File: config.mk
export PLATFORM = sky130hd
export DESIGN_NAME = regfile_wb_ctrl
export DESIGN_NICKNAME = d
export VERILOG_FILES = /design/src/rtl/regfile_wb_ctrl_pkg.sv /design/src/rtl/regfile_wb_ctrl_rr_arbiter.sv /design/src/rtl/regfile_wb_ctrl.sv
export SDC_FILE = /design/constraint.sdc
export NUM_CORES = 1
export LEC_CHECK = 0
export CORE_MARGIN = 3
export CORE_UTILIZATION = 40
export DETAILED_ROUTE_END_ITERATION = 16
export PLACE_DENSITY = 0.77
export SKIP_LAST_GASP = 1
export SYNTH_ARGS = -nofsm -noshare
export SYNTH_HDL_FRONTEND = slang
export SYNTH_SLANG_ARGS = --single-unit
File: constraint.sdc
create_clock -name clk -period 5.8 [get_ports clk]
set_input_delay 0.58 -clock clk [delete_from_list [all_inputs] [get_ports clk]]
set_output_delay 0.58 -clock clk [all_outputs]
set_load 0.05 [all_outputs]
File: src/rtl/regfile_wb_ctrl_pkg.sv
// Shared definitions for the register-file write-back path.
// Holds the register-file geometry and the write-port record.
package regfile_wb_ctrl_pkg;

  localparam int RF_AW = 5;
  localparam int RF_DW = 64;

  typedef struct packed {
    logic             we;
    logic [RF_AW-1:0] addr;
    logic [RF_DW-1:0] data;
  } rf_wr_t;

endpackage

File: src/rtl/regfile_wb_ctrl_rr_arbiter.sv
// Round-robin picker: grants the first requester found when
// searching from ptr upward, wrapping modulo N.
module rr_arbiter #(
  parameter int N  = 3,
  parameter int PW = (N > 1) ? $clog2(N) : 1
) (
  input  logic [N-1:0]  req,
  input  logic [PW-1:0] ptr,
  output logic [N-1:0]  grant,
  output logic [PW-1:0] idx
);

  logic found;
  int   cand;

  // Priority rotates with ptr; only the first hit along the search wins.
  always_comb begin
    grant = '0;
    idx   = '0;
    found = 1'b0;
    cand  = 0;
    for (int k = 0; k < N; k++) begin
      cand = int'(ptr) + k;
      if (cand >= N) cand = cand - N;
      if (!found && req[cand]) begin
        grant[cand] = 1'b1;
        idx         = PW'(cand);
        found       = 1'b1;
      end
    end
  end

endmodule

File: src/rtl/regfile_wb_ctrl.sv
// Write-back controller: arbitrates the register-file write port among
// NREQ requesters and tracks outstanding destinations in a busy scoreboard.
module regfile_wb_ctrl
  import regfile_wb_ctrl_pkg::*;
#(
  parameter int NREQ = 3,
  parameter int AW   = RF_AW,
  parameter int DW   = RF_DW
) (
  input  logic                 clk,
  input  logic                 rst,
  input  logic [NREQ-1:0]      req_valid,
  output logic [NREQ-1:0]      req_ready,
  input  logic [NREQ*AW-1:0]   req_addr,
  input  logic [NREQ*DW-1:0]   req_data,
  output logic                 rf_we,
  output logic [AW-1:0]        rf_addrw,
  output logic [DW-1:0]        rf_di,
  input  logic                 issue_valid,
  input  logic [AW-1:0]        issue_addr,
  input  logic                 flush,
  output logic [(1<<AW)-1:0]   busy
);

  localparam int PW   = (NREQ > 1) ? $clog2(NREQ) : 1;
  localparam int NREG = 1 << AW;

  logic [PW-1:0]   ptr;
  logic [PW-1:0]   idx;
  logic [NREQ-1:0] grant;
  logic            xfer;
  rf_wr_t          wr_q;
  logic [NREG-1:0] busy_q;
  logic [NREG-1:0] busy_next;

  rr_arbiter #(
    .N  (NREQ),
    .PW (PW)
  ) u_arb (
    .req   (req_valid),
    .ptr   (ptr),
    .grant (grant),
    .idx   (idx)
  );

  // The arbiter only grants valid requesters, so any ready bit is a transfer.
  assign req_ready = flush ? '0 : grant;
  assign xfer      = |req_ready;

  always_ff @(posedge clk) begin
    if (rst) begin
      ptr <= '0;
    end else if (xfer) begin
      ptr <= (idx == PW'(NREQ - 1)) ? '0 : idx + 1'b1;
    end
  end

  always_ff @(posedge clk) begin
    if (rst) begin
      wr_q <= '0;
    end else begin
      wr_q.we <= xfer;
      if (xfer) begin
        wr_q.addr <= req_addr[int'(idx)*AW +: AW];
        wr_q.data <= req_data[int'(idx)*DW +: DW];
      end
    end
  end

  // Set after clear so a newly issued writer outlives the retiring one.
  always_comb begin
    busy_next = busy_q;
    if (flush) begin
      busy_next = '0;
    end else begin
      if (wr_q.we) busy_next[wr_q.addr] = 1'b0;
      if (issue_valid) busy_next[issue_addr] = 1'b1;
    end
  end

  always_ff @(posedge clk) begin
    if (rst) busy_q <= '0;
    else     busy_q <= busy_next;
  end

  assign rf_we    = wr_q.we;
  assign rf_addrw = wr_q.addr;
  assign rf_di    = wr_q.data;
  assign busy     = busy_q;

endmodule

======== After elaboration in Yosys (flattened, before gate mapping) ========
Index checks and enable logic that the tools add are counted.
cells by class
  add/sub/neg operators ................... 6
  multipliers ............................. 1
  divide/modulo/power cells ............... 0
  magnitude comparators ................... 13
  equality and inequality tests ........... 1
  shift-type cells ........................ 2
  muxes and demuxes ....................... 35
  bitwise logic cells ..................... 5
  reductions and logical operators ........ 11
operators by type and width
  kind                                                                 count
  2-to-1 mux 32 bit                                                    6
  indexed part select 192 x 9 -> 64 bit                                1
  greater-or-equal comparator 32 x 1 -> 1 bit (second input constant)  3
  < comparator 32 x 4 -> 1 bit (second input constant)                 3
  greater-or-equal comparator 32 x 3 -> 1 bit (second input constant)  2
  subtractor 32 x 3 -> 32 bit (second input constant)                  2
  AND 32 bit                                                           1
  NOT 32 bit                                                           1
  OR 32 bit                                                            1
  indexed part select 15 x 6 -> 5 bit                                  1
  2-to-1 mux 1 bit                                                     13
  < comparator 5 x 6 -> 1 bit (second input constant)                  2
  2-to-1 mux 3 bit                                                     4
  demux 1 bit (select 5 bit)                                           2
  greater-or-equal comparator 5 x 1 -> 1 bit (second input constant)   2
  2-to-1 mux 2 bit                                                     4
  logical AND 1 bit                                                    7
  binary-select mux 1 bit (select 2 bit)                               3
  demux 1 bit (select 2 bit)                                           3
  OR 3 bit                                                             2
  multiplier 2 x 3 -> 5 bit (second input constant)                    1
  adder 2 x 1 -> 3 bit (second input constant)                         1
  adder 2 x 2 -> 3 bit (second input constant)                         1
  OR reduction 3 bit                                                   1
  other kinds (6)                                                      7
word-level totals
  register bits ........................... 104
  latch bits .............................. 0
  bits in writable memories ............... 0
  ROM bits ................................ 0
  input bits .............................. 219
  output and inout bits ................... 105
  logic and storage cells ................. 79
  memories kept ........................... 0

======== Logic depth before layout (Yosys ltp) ========
Gate-level depths: netlist of the first run.
  depth in word-level cells ............... 14
  gate-level depth with buffers ........... 11
  mapped depth without buffers ............ 8

======== Modules after synthesis ========
A second synthesis of the first run with hierarchy kept.
unflattened totals
  cell total of the unflattened synthesis .. 632
  area, all modules ....................... 5987.0 µm²
by module, submodules not included
  module           instances  cells an instance  area each (µm²)  sequential area each (µm²)
  regfile_wb_ctrl  1          580                5654.2           2082.0
  rr_arbiter       1          52                 332.8            0.0

======== Worst setup path before layout of the first run ========
No wires, ideal clock.
  path kind ............................... register to register
  start point ............................. register ptr[0]
  end point ............................... register ptr[1]
  setup time .............................. 0.123 ns
  data arrival time ....................... 3.201 ns
  required time ........................... 5.677 ns
  setup slack ............................. 2.475 ns
  cell stages (with the launch flop) ...... 11
  path buffers ............................ 2
  clock period less this slack ............ 3.325 ns
  path through ............................ dfxtp_1 -> inv_1 -> ha_1 -> buf_4 -> nor2b_1 -> o21a_1 -> o21ai_0 -> a221oi_1 -> nor3_1 -> buf_6 -> mux2_1
on the way
  longest elaborated chain between the ends .. 14
  elaborated cells between the ends (all ways) .. 54
  those cells by class .................... add/sub: 6; order compare: 9; eq/ne: 1; mux: 28; bitwise: 2; reduce/logical: 8
ends and longest elaborated chain
  element                                                                               line                              text
  from (decl)                                                                           regfile_wb_ctrl.sv:28             logic [PW-1:0] ptr;
  from (signal assigned)                                                                regfile_wb_ctrl.sv:54             ptr <= (idx == PW'(NREQ - 1)) ? '0 : idx + 1'b1;
  parallel branches: the longest is 11 deep, another holds subtractor 32 x 3 -> 32 bit  --
  2-to-1 mux 3 bit *                                                                    regfile_wb_ctrl_rr_arbiter.sv:25  if (!found && req[cand]) begin
  2-to-1 mux 3 bit *                                                                    regfile_wb_ctrl.sv:47             assign req_ready = flush ? '0 : grant;
  via req_ready[2]                                                                      regfile_wb_ctrl.sv:13             output logic [NREQ-1:0] req_ready,
  OR reduction 3 bit *                                                                  regfile_wb_ctrl.sv:48             assign xfer = |req_ready;
Mark *: on every way through the listed nets, which the timed path passes. The select of a mux whose other input is x is not followed.
A chain may end at the register's enable or synchronous reset.

======== Worst setup path in the final report of the first run ========
  start point ............................. register ptr[0]
  end point ............................... output req_ready[2]
on the way
  longest elaborated chain between the ends .. 13
  elaborated cells between the ends (all ways) .. 47
  those cells by class .................... add/sub: 5; order compare: 9; mux: 24; bitwise: 2; reduce/logical: 7
ends and longest elaborated chain
  element                                                                               line
  parallel branches: the longest is 11 deep, another holds subtractor 32 x 3 -> 32 bit  --
  2-to-1 mux 3 bit *                                                                    regfile_wb_ctrl_rr_arbiter.sv:25
  2-to-1 mux 3 bit *                                                                    regfile_wb_ctrl.sv:47
  to (decl)                                                                             regfile_wb_ctrl.sv:13
Every way passes the cells marked *. The select of a mux whose other input is x is not followed.

==> results.md, run 1 <==
* Detail Placement HPWL at 16300 um
* Min Clock Period, post-route at 3.76 ns
* Dpl cells at 1221
* Ys async rst share at 0%
* RSZ-0062 raised after global routing: no
* Power density over cell area at 527 mW/mm2
* Hold depth at 2
* Max Root-Sink Buffers at 2
* WHS at 0.459 ns
* Endpoints failing setup at 0
* Full die area at 0.0170 mm2
* Slew headroom at 27.3%
* Vias per cell at 5.76
* Mapped Area at 0.00618 mm2
* CP arrival at 3.18 ns
* Setup WS pre-CTS at 2.17 ns
* Syn Nets at 1009
* Clk_lat worst skew at 0.35 ns
* Most instantiated library cell after synthesis: nand2_1
* Multiplexer share of the synthesized area at 12.3%
* Port Buffers at 323
* Synth cell types at 45
* Leakage at 3.59 nW
* Status: complete, no violations
* Worst EP required at 5.22 ns
* Fin crit share at 64.9%
* Top cell type by total area after synthesis: dfxtp_1
* Starting Density at 41.7%
* Max Slew Vio Count at 0
* Placed inst area at 0.00929 mm2
* Chip Width at 130 um
* Post-synthesis adder-cell area fraction at 0.810%
* Max frequency at 266 MHz
* # IOs at 324
* Nets at 1271
* DIE HEIGHT at 130 um
* Post-synthesis sequential area ratio at 33.7%
* WS Path Type: reg2out
* Synth Register Bits at 104
* Clock-pin slew on the worst setup and hold paths at 0.08 ns
* Critical path launch point type: flop
* Antenna cells at 0
* Synth area leaders: dfxtp_1 (34%), mux2i_1 (12%), a311o_1 (11%)
* CTS H-tree lvls at 3
* Worst Reg2Reg Path Length in Cells at 9
* GPL Wtd Cong at 0.829
* Number of synthesis warnings at 0
* Peak supply drop at 0.432 mV
* # hold bufs at CTS at 0
* Post-Synth Simple-Gate Area at 21.4%
* Post-synth EDFFs at 0
* Hold Crit Class: reg2reg
* Vias in the first global route at 6622
* Final worst setup slack at 2.04 ns
* Final Skew at 0.00713 ns
* Crit. End Element: output pin
* Area Overhead vs Synth at 55.0%
* Final wirelength at 23700 um
* Max-Cap Viols at 0
* First-pass GRT wire length at 35700 um
* Least-Margin Pin Slew at 1.09 ns
* Leading register cell type out of synthesis: dfxtp_1
* Avg Synthesized Cell Area at 7.86 um2
* Row count at 44
* Xor/xnor share of the synthesized area at 0%
* Post-CTS Setup Inserts at 0
* Mapped Cells at 786
* Core ar. at 0.0148 mm2
* Non-Filler Instances at 1236
* CTS tree: done
* Routed Antenna Nets at 0
* Commonest cells in the netlist: nand2_1 (179), dfxtp_1 (104), a21oi_1 (103)
* Clock sinks at 104
* Crit path max fanout at 13
* Compound-Gate Fraction of Synth Area at 24.2%
* Routed vias at 7122
* Fin. Hold Viols at 0
* Antenna violations before repair at 0
* Synth top area share at 33.7%
* Largest net degree at the start of global routing at 75
* Fraction of layout cells with a size suffix above 1 at 4.09%
* Root buffer cell: clkbuf_16
* CTS resizes at 0
* All-layer global routing usage at 26.4%
* Routed WL per cell at 19.1 um
* Number of CTS-inserted buffers at 9
* Initial DRC count at 570
* DRC viols at 0
* Drt pass-1 iters at 5
* Grt ovf at 0
* Setup TNS at 0 ns
* Main combinational cell family by area after synthesis: compound AO/OA/AOI/OAI gates
* Post-route design area at 0.00957 mm2
## layout by cell type, fill, tap and decap left out, drive strengths merged, types with 4 or more instances in the layout
master,instances
dfxtp,104
nand2,179
clkdlybuf4s50,321
mux2i,73
ha,4
nor2,9
nand3,74
a21oi,103
o21ai,35
clkbuf,9
buf,12
a311o,70
nand3b,7
nor3b,5
inv,10
## routing by layer
layer | GRT usage [%] | routed length (um)
met5 | 0 | 0
met4 | 10.6 | 773
met3 | 5.94 | 2110
met2 | 43.4 | 11300
met1 | 33.7 | 9450
## sequential cells by signal, indices dropped and copies added (netlist names)
signal / cells
busy: 32
ptr: 2
rf_addrw: 5
rf_di: 64
rf_we: 1
## final cells by class
| class | count | area, um2 |
|---|---|---|
| sequential | 104 | 2080 |
| multi-input combinational | 593 | 3660 |
| timing repair buffer | 333 | 3300 |
| clock inverter | 6 | 53.8 |
| tap | 184 | 230 |
| fill | 1331 | 5240 |
| inverter | 7 | 26.3 |
| clock buffer | 9 | 225 |
## metrics by stage
stage                     total power [mW]  util [%]
after detailed placement              4.48      62.8
after global routing                  5.31      64.6
after global placement                4.45      62.8
after floorplan                       3.55         -
final                                 5.05      64.6
after CTS                             5.07      64.6
## power by group
| part | total, mW | internal (mW) | leakage, nW | switching [mW] |
|---|---|---|---|---|
| Sequential | 1.15 | 0.977 | 0.852 | 0.172 |
| Clock | 0.585 | 0.297 | 0.134 | 0.288 |
| Combinational | 3.31 | 1.21 | 2.61 | 2.10 |
| Total | 5.05 | 2.49 | 3.59 | 2.56 |
## kinds of logic after synthesis
kind of cell,Yosys count
and+or+nand+nor,295
AOI/OAI and AO/OA,219
DFF,104
buffers and inverters,89
muxes,75
adders and majority gates,4
## worst paths after layout
kind,startpoint,endpoint,slack [ns]
worst min-delay path,rf_di[13]$_SDFFE_PP0P_,rf_di[13]$_SDFFE_PP0P_,0.46
worst max register to register,ptr[0]$_SDFFE_PP0P_,rf_di[40]$_SDFFE_PP0P_,2.52
worst min register to register,rf_di[13]$_SDFFE_PP0P_,rf_di[13]$_SDFFE_PP0P_,0.46
worst max-delay path,ptr[0]$_SDFFE_PP0P_,req_ready[2],2.04
## worst max-delay path: stages, from the launching register on
cell	delay, ns
dfxtp_1	0.39
inv_1	0.08
ha_1	0.44
nand2b_1	0.23
a21oi_1	0.23
o21ai_0	0.13
a221oi_1	0.41
clkdlybuf4s50_1	0.92
Power figures use the tool's default switching activity.
==> run 2: changes to the inputs <==
==> constraint.sdc (replaced) <==
create_clock -name clk -period 3.5 [get_ports clk]
set_input_delay 0.35 -clock clk [delete_from_list [all_inputs] [get_ports clk]]
set_output_delay 0.35 -clock clk [all_outputs]
set_load 0.05 [all_outputs]
==> run 2 against run 1 <==
Compared with the run above: count of clock-buffer cells in the layout did not move; die area stayed put; sequential share of layout area shrank 0.19 points; sequential power rose by 64%; worst hold slack lost 0.00088 ns; final cell count grew 0.49%; first-iteration DRC count rose by 5.4%; sequential cell count unchanged; clock skew increased by 0.0015 ns; highest routed layer unchanged.
==> results.md, run 2 (synthesis gave the netlist of run 1 again) <==
* Status: complete, no violations (unchanged)
* Chip Width at 130 um (unchanged)
* Routed vias at 7154 (was 7122)
* Top delay family on crit path: compound AO/OA/AOI/OAI gates (was buffers and inverters)
* WS Path Type: reg2out (unchanged)
* CP peak stage delay at 0.61 ns (was 0.92 ns)
* Final Skew at 0.00866 ns (was 0.00713 ns)
* Starting Density at 41.7% (unchanged)
* All-layer global routing usage at 26.0% (was 26.4%)
* First-pass GRT wire length at 35000 um (was 35700 um)
* Initial DRC count at 601 (was 570)
* Detail Placement HPWL at 16300 um (about the same)
* Fraction of layout cells with a size suffix above 1 at 4.54% (was 4.09%)
* CTS H-tree lvls at 3 (unchanged)
* Routed Antenna Nets at 0 (unchanged)
* Row count at 44 (unchanged)
* Least-Margin Pin Slew at 1.06 ns (was 1.09 ns)
* CP cell instances: inv_1 > ha_1 > nand2b_1 > a21oi_1 > o21ai_0 > a221oi_1 > dlygate4sd2_1 (was inv_1 > ha_1 > nand2b_1 > a21oi_1 > o21ai_0 > a221oi_1 > clkdlybuf4s50_1)
* Setup TNS at 0 ns (unchanged)
* GPL Wtd Cong at 0.883 (was 0.829)
* Core ar. at 0.0148 mm2 (unchanged)
* RSZ-0062 raised after global routing: no (unchanged)
* DRC viols at 0 (unchanged)
* Final wirelength at 23300 um (was 23700 um)
* Min Clock Period, post-route at 3.23 ns
* Vias in the first global route at 6641 (was 6622)
* Clock-pin slew on the worst setup and hold paths at 0.07 ns (was 0.08 ns)
* Max reg flops at 64 (unchanged)
* Area Overhead vs Synth at 56.3% (was 55.0%)
* Area taken by multi-input logic gates at 0.00366 mm2 (unchanged)
* CTS tree: done (unchanged)
* Max-Cap Viols at 0 (unchanged)
* Number of CTS-inserted buffers at 9 (unchanged)
* Drt pass-1 iters at 6 (was 5)
* Full die area at 0.0170 mm2 (unchanged)
* Max Slew Vio Count at 0 (unchanged)
* Max frequency at 309 MHz
* WHS at 0.458 ns (was 0.459 ns)
* Antenna violations before repair at 1 (was 0)
* Crit path max fanout at 13 (unchanged)
* Power density over cell area at 877 mW/mm2 (was 527 mW/mm2)
* Commonest non-fill, non-tap cell in the layout: clkdlybuf4s50_1 (unchanged)
* Post-route design area at 0.00966 mm2 (was 0.00957 mm2)
* Slew headroom at 29.4% (was 27.3%)
* Fillcell total at 1326 (was 1331)
* Nets at 1275 (was 1271)
* Slowest cell on crit path: dlygate4sd2_1 (was clkdlybuf4s50_1)
* Endpoints failing setup at 0 (unchanged)
* CP arrival at 2.88 ns (was 3.18 ns)
* Hold Crit Class: reg2reg (unchanged)
* Placed inst area at 0.00936 mm2 (was 0.00929 mm2)
* Commonest cells after routing, fill and taps aside: clkdlybuf4s50_1 (318), nand2_1 (178), dfxtp_1 (104), a21oi_1 (103), nand3_1 (74) (was clkdlybuf4s50_1 (321), nand2_1 (178), dfxtp_1 (104), a21oi_1 (103), nand3_1 (74))
* Register Area at 0.00208 mm2 (unchanged)
* # IOs at 324 (unchanged)
* Fin crit share at 92.3%
* Worst EP required at 3.15 ns (was 5.22 ns)
* Crit. End Element: output pin (unchanged)
* Worst Path Buf+Inv at 2 (unchanged)
* Post-CTS Setup Inserts at 0 (unchanged)
* Largest net degree at the start of global routing at 70 (was 75)
* Leakage at 3.67 nW (was 3.59 nW)
* Grt ovf at 0 (unchanged)
* Vias per cell at 5.76 (about the same)
* Peak supply drop at 0.581 mV (was 0.432 mV)
* Critical path launch point type: flop (unchanged)
* Clock sinks at 104 (unchanged)
* Routed WL per cell at 18.8 um (was 19.1 um)
* Max Root-Sink Buffers at 2 (unchanged)
* # hold bufs at CTS at 0 (unchanged)
* Root buffer cell: clkbuf_16 (unchanged)
* Port Buffers at 323 (unchanged)
* DIE HEIGHT at 130 um (unchanged)
* Fin. Hold Viols at 0 (unchanged)
* Clk_lat worst skew at 0.36 ns (was 0.35 ns)
run 2: layout make-up:
cell class | count | share of cell area (%)
Tap cell | 184 | 2.38
Clock inverter | 7 | 0.648
Sequential cell | 104 | 21.6
Inverter | 7 | 0.272
Clock buffer | 9 | 2.33
Antenna cell | 1 | 0.0259
Multi-Input combinational cell | 593 | 37.9
Timing Repair Buffer | 337 | 34.9
run 2: report_power, final:
| part | internal [mW] | switching, mW | total [mW] |
|---|---|---|---|
| logic | 2.08 | 3.49 | 5.58 |
| clock network | 0.500 | 0.502 | 1.00 |
| registers | 1.62 | 0.273 | 1.89 |
| total | 4.20 | 4.27 | 8.47 |
run 2: routing by layer:
metal	track usage, %	share of wire [%]	vias to the layer above
met1	32.2	40	3355
li1	-	-	3389
met3	5.85	9.3	45
met2	43.9	48	365
met4	10.0	2.8	0
met5	0	0	-
run 2: through the flow:
step | power, mW | util (%) | instances | setup slack, ns
after floorplan | 5.89 | - | 786 | 0.175
after global placement | 7.48 | 63.2 | 1225 | 0.399
after detailed placement | 7.50 | 63.2 | 1225 | 0.337
after CTS | 8.52 | 65.1 | 1241 | 0.0436
after global routing | 8.89 | 65.2 | 1242 | 0.168
final | 8.47 | 65.2 | 1242 | 0.268
run 2: worst reg2reg max path, delay by kind of cell (launching register included):
family | cells | cell delay, ns
adder cells (fa/ha/maj) | 1 | 0.44
AND/OR/NAND/NOR | 1 | 0.23
flip-flops | 1 | 0.38
multiplexers | 1 | 0.12
buffers and inverters | 2 | 0.74
AO/OA/AOI/OAI | 4 | 1.07
run 2: worst paths after layout:
path | startpoint | endpoint | slack [ns] | cells after the start
worst min-delay path | rf_di[5]$_SDFFE_PP0P_ | rf_di[5]$_SDFFE_PP0P_ | 0.46 | 2
worst max register to register | ptr[0]$_SDFFE_PP0P_ | rf_addrw[0]$_SDFFE_PP0P_ | 0.45 | 9
worst min register to register | rf_di[5]$_SDFFE_PP0P_ | rf_di[5]$_SDFFE_PP0P_ | 0.46 | 2
worst max-delay path | ptr[0]$_SDFFE_PP0P_ | req_ready[2] | 0.27 | 7
run 2: timing repair:
item,4_1_cts,5_1_grt
gates resized for setup,1,2
hold endpoints to repair,0,0
endpoints found under the setup margin,1,2
